**src/rtl/alarm_clock_pkg.sv**
```systemverilog
`default_nettype none
// ============================================================================
//  Module      : alarm_clock_pkg
//  Description : Shared types and constants for the alarm-clock input stage.
//  Revision    : 1.0 - initial release
// ============================================================================
package alarm_clock_pkg;

    typedef enum logic [1:0] {
        IDLE   = 2'd0,
        HELD   = 2'd1,
        REPEAT = 2'd2
    } btn_state_t;

    // Defaults for a 50 MHz clock: 10 ms debounce, 500 ms delay, 100 ms rate
    localparam int c_CLK_FREQ_HZ             = 50_000_000;
    localparam int c_DEBOUNCE_CYCLES_DEF     = 500_000;
    localparam int c_REPEAT_DELAY_CYCLES_DEF = 25_000_000;
    localparam int c_REPEAT_RATE_CYCLES_DEF  = 5_000_000;
    localparam int c_N_BUTTONS_DEF           = 5;

    localparam int HOUR_PLUS = 0;
    localparam int MIN_PLUS  = 1;
    localparam int SEC_PLUS  = 2;
    localparam int MODE      = 3;
    localparam int ALARM_EN  = 4;

    function automatic int max_int(input int a, input int b);
        return (a > b) ? a : b;
    endfunction

endpackage
`default_nettype wire

```
**src/rtl/button_conditioner_if.sv**
```systemverilog
`default_nettype none
// ============================================================================
//  Module      : button_conditioner_if
//  Description : Raw button inputs and conditioned button events.
//  Revision    : 1.0 - initial release
// ============================================================================
interface button_conditioner_if
    import alarm_clock_pkg::*;
#(
    parameter int N_BUTTONS = c_N_BUTTONS_DEF
);
    logic [N_BUTTONS-1:0] btn_raw;
    logic [N_BUTTONS-1:0] repeat_en;
    logic [N_BUTTONS-1:0] btn_level;
    logic [N_BUTTONS-1:0] btn_pulse;
    logic [N_BUTTONS-1:0] btn_release;

    modport master (
        output btn_raw, repeat_en,
        input  btn_level, btn_pulse, btn_release
    );

    modport slave (
        input  btn_raw, repeat_en,
        output btn_level, btn_pulse, btn_release
    );
endinterface
`default_nettype wire

```
**src/rtl/button_conditioner_channel.sv**
```systemverilog
`default_nettype none
// ============================================================================
//  Module      : button_channel
//  Description : One button: 2-flop sync, debounce, auto-repeat FSM.
//  Revision    : 1.0 - initial release
// ============================================================================
module button_channel
    import alarm_clock_pkg::*;
#(
    parameter int ACTIVE_LOW          = 1,
    parameter int DEBOUNCE_CYCLES     = c_DEBOUNCE_CYCLES_DEF,
    parameter int REPEAT_DELAY_CYCLES = c_REPEAT_DELAY_CYCLES_DEF,
    parameter int REPEAT_RATE_CYCLES  = c_REPEAT_RATE_CYCLES_DEF
) (
    input  wire logic clk,
    input  wire logic rst_n,
    input  wire logic i_btn_raw,
    input  wire logic i_repeat_en,
    output logic      o_btn_level,
    output logic      o_btn_pulse,
    output logic      o_btn_release
);
    localparam int c_DB_W    = $clog2(DEBOUNCE_CYCLES + 1);
    localparam int c_RPT_MAX = max_int(REPEAT_DELAY_CYCLES, REPEAT_RATE_CYCLES);
    localparam int c_RPT_W   = $clog2(c_RPT_MAX + 1);

    localparam logic [c_DB_W-1:0]  c_DB_LAST    = c_DB_W'(DEBOUNCE_CYCLES - 1);
    localparam logic [c_RPT_W-1:0] c_DELAY_LAST = c_RPT_W'(REPEAT_DELAY_CYCLES - 1);
    localparam logic [c_RPT_W-1:0] c_RATE_LAST  = c_RPT_W'(REPEAT_RATE_CYCLES - 1);
    localparam logic               c_REL_LVL    = (ACTIVE_LOW != 0);

    localparam logic [1:0] c_ST_IDLE   = 2'(IDLE);
    localparam logic [1:0] c_ST_HELD   = 2'(HELD);
    localparam logic [1:0] c_ST_REPEAT = 2'(REPEAT);

    logic [1:0]         r_sync;
    logic               r_p;
    logic [1:0]         r_state;
    logic [c_DB_W-1:0]  r_db_cnt;
    logic [c_RPT_W-1:0] r_rpt_cnt;
    logic               r_level;
    logic               r_pulse;
    logic               r_release;

    logic               w_differ;
    logic               w_accept;
    logic [c_RPT_W-1:0] w_rpt_last;
    logic               w_rpt_fire;

    always_comb begin
        w_differ   = (r_p != r_level);
        w_accept   = w_differ && (r_db_cnt == c_DB_LAST);
        w_rpt_last = (r_state == c_ST_HELD) ? c_DELAY_LAST : c_RATE_LAST;
        w_rpt_fire = i_repeat_en && r_p && (r_state != c_ST_IDLE)
                     && (r_rpt_cnt == w_rpt_last);
    end

    // Sync flops reset to the released level so a button held through reset
    // must be debounced again from scratch.
    always_ff @(posedge clk or negedge rst_n) begin
        if (!rst_n) begin
            r_sync <= {2{c_REL_LVL}};
            r_p    <= 1'b0;
        end else begin
            r_sync <= {r_sync[0], i_btn_raw};
            r_p    <= r_sync[1] ^ c_REL_LVL;
        end
    end

    always_ff @(posedge clk or negedge rst_n) begin
        if (!rst_n) begin
            r_state   <= c_ST_IDLE;
            r_db_cnt  <= '0;
            r_rpt_cnt <= '0;
            r_level   <= 1'b0;
            r_pulse   <= 1'b0;
            r_release <= 1'b0;
        end else begin
            r_pulse   <= 1'b0;
            r_release <= 1'b0;

            if (!w_differ || w_accept) r_db_cnt <= '0;
            else                       r_db_cnt <= r_db_cnt + 1'b1;

            case (r_state)
                c_ST_IDLE: begin
                    if (w_accept) begin
                        r_state   <= c_ST_HELD;
                        r_level   <= 1'b1;
                        r_pulse   <= 1'b1;
                        r_rpt_cnt <= '0;
                    end
                end
                default: begin
                    // Release acceptance takes priority over a repeat expiry.
                    if (w_accept) begin
                        r_state   <= c_ST_IDLE;
                        r_level   <= 1'b0;
                        r_release <= 1'b1;
                        r_rpt_cnt <= '0;
                    end else if (w_rpt_fire) begin
                        r_state   <= c_ST_REPEAT;
                        r_pulse   <= 1'b1;
                        r_rpt_cnt <= '0;
                    end else if (i_repeat_en && r_p) begin
                        r_rpt_cnt <= r_rpt_cnt + 1'b1;
                    end
                end
            endcase
        end
    end

    assign o_btn_level   = r_level;
    assign o_btn_pulse   = r_pulse;
    assign o_btn_release = r_release;

endmodule
`default_nettype wire

```
**src/rtl/button_conditioner.sv**
```systemverilog
`default_nettype none
// ============================================================================
//  Module      : button_conditioner
//  Description : Array of independent debounced, auto-repeating buttons.
//  Revision    : 1.0 - initial release
// ============================================================================
module button_conditioner
    import alarm_clock_pkg::*;
#(
    parameter int N_BUTTONS           = c_N_BUTTONS_DEF,
    parameter int ACTIVE_LOW          = 1,
    parameter int DEBOUNCE_CYCLES     = c_DEBOUNCE_CYCLES_DEF,
    parameter int REPEAT_DELAY_CYCLES = c_REPEAT_DELAY_CYCLES_DEF,
    parameter int REPEAT_RATE_CYCLES  = c_REPEAT_RATE_CYCLES_DEF
) (
    input  wire logic          clk,
    input  wire logic          rst_n,
    button_conditioner_if.slave bus
);
    for (genvar i = 0; i < N_BUTTONS; i++) begin : g_ch
        button_channel #(
            .ACTIVE_LOW          (ACTIVE_LOW),
            .DEBOUNCE_CYCLES     (DEBOUNCE_CYCLES),
            .REPEAT_DELAY_CYCLES (REPEAT_DELAY_CYCLES),
            .REPEAT_RATE_CYCLES  (REPEAT_RATE_CYCLES)
        ) u_ch (
            .clk           (clk),
            .rst_n         (rst_n),
            .i_btn_raw     (bus.btn_raw[i]),
            .i_repeat_en   (bus.repeat_en[i]),
            .o_btn_level   (bus.btn_level[i]),
            .o_btn_pulse   (bus.btn_pulse[i]),
            .o_btn_release (bus.btn_release[i])
        );
    end

endmodule
`default_nettype wire

```
**src/flat_wrapper.sv**
```systemverilog
// flat-port wrapper written by rule: the top's interface ports become plain ports
module button_conditioner_flat import alarm_clock_pkg::*;
#(
    parameter int N_BUTTONS           = c_N_BUTTONS_DEF,
    parameter int ACTIVE_LOW          = 1,
    parameter int DEBOUNCE_CYCLES     = c_DEBOUNCE_CYCLES_DEF,
    parameter int REPEAT_DELAY_CYCLES = c_REPEAT_DELAY_CYCLES_DEF,
    parameter int REPEAT_RATE_CYCLES  = c_REPEAT_RATE_CYCLES_DEF
)
  (clk, rst_n, bus_btn_raw, bus_repeat_en, bus_btn_level, bus_btn_pulse, bus_btn_release);
  button_conditioner_if #(.N_BUTTONS(N_BUTTONS)) bus_i ();
  input  wire logic clk;
  input  wire logic rst_n;
  input wire logic [$bits(bus_i.btn_raw)-1:0] bus_btn_raw;
  input wire logic [$bits(bus_i.repeat_en)-1:0] bus_repeat_en;
  output wire logic [$bits(bus_i.btn_level)-1:0] bus_btn_level;
  output wire logic [$bits(bus_i.btn_pulse)-1:0] bus_btn_pulse;
  output wire logic [$bits(bus_i.btn_release)-1:0] bus_btn_release;
  assign bus_i.btn_raw = bus_btn_raw;
  assign bus_i.repeat_en = bus_repeat_en;
  assign bus_btn_level = bus_i.btn_level;
  assign bus_btn_pulse = bus_i.btn_pulse;
  assign bus_btn_release = bus_i.btn_release;
  button_conditioner #(.N_BUTTONS(N_BUTTONS), .ACTIVE_LOW(ACTIVE_LOW), .DEBOUNCE_CYCLES(DEBOUNCE_CYCLES), .REPEAT_DELAY_CYCLES(REPEAT_DELAY_CYCLES), .REPEAT_RATE_CYCLES(REPEAT_RATE_CYCLES)) u_core (.clk(clk), .rst_n(rst_n), .bus(bus_i));
endmodule
```
**config.mk**
```make
export PLATFORM = sky130hd
export DESIGN_NAME = button_conditioner_flat
export DESIGN_NICKNAME = d
export VERILOG_FILES = /design/src/rtl/alarm_clock_pkg.sv /design/src/rtl/button_conditioner_if.sv /design/src/rtl/button_conditioner_channel.sv /design/src/rtl/button_conditioner.sv /design/src/flat_wrapper.sv
export SDC_FILE = /design/constraint.sdc
export NUM_CORES = 1
export LEC_CHECK = 0
export BUFFER_PORTS_ARGS = -buffer_cell sky130_fd_sc_hd__buf_4
export CAP_MARGIN = 20
export CORE_MARGIN = 2
export CORE_UTILIZATION = 65
export CTS_CLUSTER_DIAMETER = 50
export DETAILED_ROUTE_END_ITERATION = 8
export PLACE_DENSITY_LB_ADDON = 0.12
export SLEW_MARGIN = 20
export SYNTH_ARGS = -nofsm -noshare
export SYNTH_HDL_FRONTEND = slang
export SYNTH_SLANG_ARGS = --single-unit
```
**constraint.sdc**
```tcl
create_clock -name clk -period 4.7 [get_ports clk]
set_clock_uncertainty 0.1 [all_clocks]
set_input_delay 0.94 -clock clk [delete_from_list [all_inputs] [get_ports clk]]
set_output_delay 0.94 -clock clk [all_outputs]
set_load 0.005 [all_outputs]
```
==> results.json <==
{
  "irDropWorstVdd_mv": 0.3056,
  "routedWlPerCell_um": 16.10,
  "synthCells": 1461,
  "ant_nets": 0,
  "gp_congestion": 0.8599,
  "grt_max_degree": 108,
  "cts-resized-gates": 0,
  "die_x_um": 148.9,
  "synthFlopType": "dfrtp_1",
  "critical_path_class": "reg -> reg",
  "clkTransAtPathRegs_ns": 0.06,
  "antenna_found_initial": 0,
  "htreeDepth": 2,
  "placed_cell_area_mm2": 0.01394,
  "power_density_mw_per_mm2": 347.8,
  "nets": 1482,
  "yosys_warnings": 0,
  "synth.distinct_cells": 65,
  "cp_max_fo": 19,
  "area_growth_syn_to_layout_pct": 11.10,
  "outcome": "complete, no violations",
  "initial_core_util_pct": 65.56,
  "post_cts_buffers": 0,
  "post-route-period-util_pct": 61.76,
  "io_buffers": 26,
  "clk_latency_ns": 0.51,
  "slew_violations": 0,
  "grt_pass1_wl_um": 49340,
  "vias": 11070,
  "dr.first_iter.drc_count": 666,
  "ys_async_sr_fraction_pct": 100.0,
  "critPathArrivalTime_ns": 3.16,
  "max_freq_ghz": 0.3445,
  "synth_edf_count": 0,
  "p_leak_uw": 0.006034,
  "required_ns": 4.96,
  "cts_buffers": 34,
  "r2r_slack_ns": 1.80,
  "tritoncts": "done",
  "startpoint": "u_core.g_ch[0].u_ch.r_rpt_cnt[0]",
  "vias_per_cell": 6.286,
  "synth-seq-area-share_pct": 47.75,
  "hpwlAfterDp_um": 18330,
  "dieArea_mm2": 0.02218,
  "worst_r2r_endpoint": "u_core.g_ch[0].u_ch.r_state[0]",
  "ys_ff_latch": 260,
  "syn_nets": 1483,
  "rsz0062_at_grt": "false",
  "grt_pass1_vias": 10700,
  "crit_path_end_kind": "flop",
  "clock_path_buffers": 3,
  "syn_avg_cell_area_um2": 9.343,
  "tightest_slew_ns": 0.8134,
  "endpoint": "u_core.g_ch[0].u_ch.r_state[0]",
  "fin_crit_ns": 2.903,
  "max-slew-margin-rel_pct": 45.64,
  "cap_viol_max_count": 0,
  "hold_viol": 0,
  "io_pins": 27,
  "grt_overflow": 0,
  "cts_root_buffer": "clkbuf_16",
  "rows": 53,
  "die_h_um": 148.9,
  "reg2reg_depth": 6,
  "hold_class": "reg -> reg",
  "drive_gt1_share_pct": 9.152,
  "n_antenna_cell": 0,
  "grt_usage_pct": 26.35,
  "crit-reg2reg-launch": "u_core.g_ch[0].u_ch.r_rpt_cnt[0]",
  "dr.pass1.iters": 7,
  "wl_um": 28360,
  "drc_errors": 0,
  "cts_hold_buffers": 0,
  "cts.sinks": 260,
  "finalInstanceArea_mm2": 0.01517,
  "finalSetupTns_ns": 0,
  "syn-cell-area_mm2": 0.01365,
  "crit_path_start_kind": "flop",
  "core_area_mm2": 0.02082,
  "setup_violations": 0
}
## stage by stage
step	setup WS (ns)	utilization [%]	hold slack [ns]	power (uW)	instances
2_1_floorplan	2.234	-	0.2452	2474	1461
6_report	1.797	72.83	0.2489	5275	1761
3_5_place_dp	1.795	66.96	0.2485	2569	1699
3_3_place_gp	1.895	66.89	0.2454	2558	1698
4_1_cts	1.840	72.82	0.2522	5321	1761
5_1_grt	1.543	72.83	0.2480	5456	1761
## flip-flops by register name, summed over array words and instances (netlist names)
| register | cells |
|---|---|
| u_core.g_ch.u_ch.r_db_cnt | 95 |
| u_core.g_ch.u_ch.o_btn_pulse | 5 |
| u_core.g_ch.u_ch.r_state | 10 |
| u_core.g_ch.u_ch.r_rpt_cnt | 125 |
| u_core.g_ch.u_ch.r_sync | 10 |
| u_core.g_ch.u_ch.o_btn_release | 5 |
| u_core.g_ch.u_ch.r_p | 5 |
| u_core.g_ch.u_ch.o_btn_level | 5 |
## Yosys cell counts, types with 4 or more instances
| library cell | count | area (um2) |
|---|---|---|
| nor3b_1 | 4 | 30.03 |
| and4_1 | 13 | 113.9 |
| nor4b_1 | 11 | 96.34 |
| o2111ai_1 | 12 | 105.1 |
| nand4_1 | 48 | 300.3 |
| o21a_1 | 6 | 45.04 |
| buf_4 | 15 | 112.6 |
| ha_1 | 10 | 125.1 |
| or3b_2 | 6 | 52.55 |
| nor2_1 | 140 | 525.5 |
| or2_2 | 6 | 37.54 |
| nand2_1 | 113 | 424.2 |
| o21ai_0 | 61 | 305.3 |
| a31oi_1 | 7 | 43.79 |
| dfstp_2 | 10 | 262.8 |
| nand2b_1 | 6 | 37.54 |
| o21bai_1 | 9 | 67.56 |
| xor2_1 | 35 | 306.5 |
| dfrtp_1 | 250 | 6256 |
| xnor2_1 | 47 | 411.6 |
| nor4bb_1 | 6 | 60.06 |
| nand4b_1 | 5 | 43.79 |
| and3_1 | 22 | 137.6 |
| and2_1 | 11 | 68.82 |
| nand3_1 | 96 | 480.5 |
| nor2b_1 | 6 | 37.54 |
| o211ai_1 | 6 | 45.04 |
| or4b_1 | 6 | 60.06 |
| nor4_1 | 25 | 156.4 |
| o31a_1 | 6 | 52.55 |
| a21oi_1 | 113 | 565.5 |
| or4_1 | 47 | 352.8 |
| o31ai_1 | 44 | 330.3 |
| o41ai_1 | 9 | 78.83 |
| clkbuf_1 | 41 | 153.9 |
| buf_2 | 6 | 30.03 |
| buf_1 | 5 | 18.77 |
| nand3b_1 | 8 | 60.06 |
| or3_1 | 60 | 375.4 |
| mux2i_1 | 10 | 100.1 |
| nor3_1 | 37 | 185.2 |
| inv_1 | 42 | 157.7 |
## placed cells by master, fill, tap and decap left out, drive strengths merged, types with 8 or more instances in the layout
master | netlist | routed
a21oi | 115 | 115
and2 | 11 | 11
and3 | 22 | 22
and4 | 13 | 13
buf | 27 | 32
clkbuf | 42 | 48
dfrtp | 250 | 250
dfstp | 10 | 10
ha | 10 | 10
inv | 42 | 43
mux2i | 10 | 10
nand2 | 113 | 113
nand3 | 98 | 98
nand3b | 8 | 8
nand4 | 48 | 48
nor2 | 140 | 140
nor3 | 37 | 37
nor4 | 30 | 30
nor4b | 13 | 13
o2111ai | 12 | 12
o21ai | 61 | 61
o21bai | 9 | 9
o31ai | 44 | 44
o41ai | 9 | 9
or3 | 60 | 60
or4 | 47 | 47
or4b | 11 | 11
xnor2 | 47 | 47
xor2 | 35 | 35
## worst min-delay path by stage
stage	cells past startpoint	to	slack (ns)	start
final	0	u_core.g_ch[1].u_ch.r_sync[1]	0.25	u_core.g_ch[1].u_ch.r_sync[0]
after global routing	0	u_core.g_ch[1].u_ch.r_sync[1]	0.25	u_core.g_ch[1].u_ch.r_sync[0]
after CTS	0	u_core.g_ch[1].u_ch.r_sync[1]	0.25	u_core.g_ch[1].u_ch.r_sync[0]
after detailed placement	0	u_core.g_ch[0].u_ch.r_sync[1]	0.25	u_core.g_ch[0].u_ch.r_sync[0]
after global placement	0	u_core.g_ch[4].u_ch.r_sync[1]	0.25	u_core.g_ch[4].u_ch.r_sync[0]
after floorplan	0	u_core.g_ch[0].u_ch.r_sync[1]	0.25	u_core.g_ch[0].u_ch.r_sync[0]
## layout make-up
cell class / count / area [um2]
Multi-Input combinational cell: 1090 / 6653
Sequential cell: 260 / 6519
Fill cell: 1524 / 5657
Clock buffer: 48 / 1007
Tap cell: 275 / 344.1
Timing Repair Buffer: 32 / 272.8
Clock inverter: 14 / 212.7
Inverter: 42 / 157.7
## cells by family (layout without fill, tap and decap cells)
logic type               after synthesis  after routing  share of synthesized area, %
multiplexers                          12             12                        0.8983
flip-flops                           260            260                         47.75
adder cells (fa/ha/maj)               10             10                        0.9166
AO/OA/AOI/OAI                        290            290                         13.13
AND/OR/NAND/NOR                      696            696                         28.45
buffers and inverters                111            136                         3.584
XOR/XNOR                              82             82                         5.261
## power by group
group	switching (uW)	internal [uW]
Combinational	121	56.8
Clock	969	1780
Sequential	56.6	2290
Total	1150	4130
## worst max-delay path: stages (launching register included)
cell       delay [ns]
dfrtp_1          0.40
ha_1             0.21
nand4_1          0.53
nor2_1           0.42
o2111ai_1        0.32
nand2_1          0.65
o21bai_1         0.12
## routing by layer
layer	track usage, %	routed length (um)	share of wire (%)
met5	0	0	0
met1	35.46	12730	45
met3	3.761	1103	3.9
met4	8.095	474	1.7
met2	44.63	14050	50
Note: power is estimated with default switching activity, not from simulation.
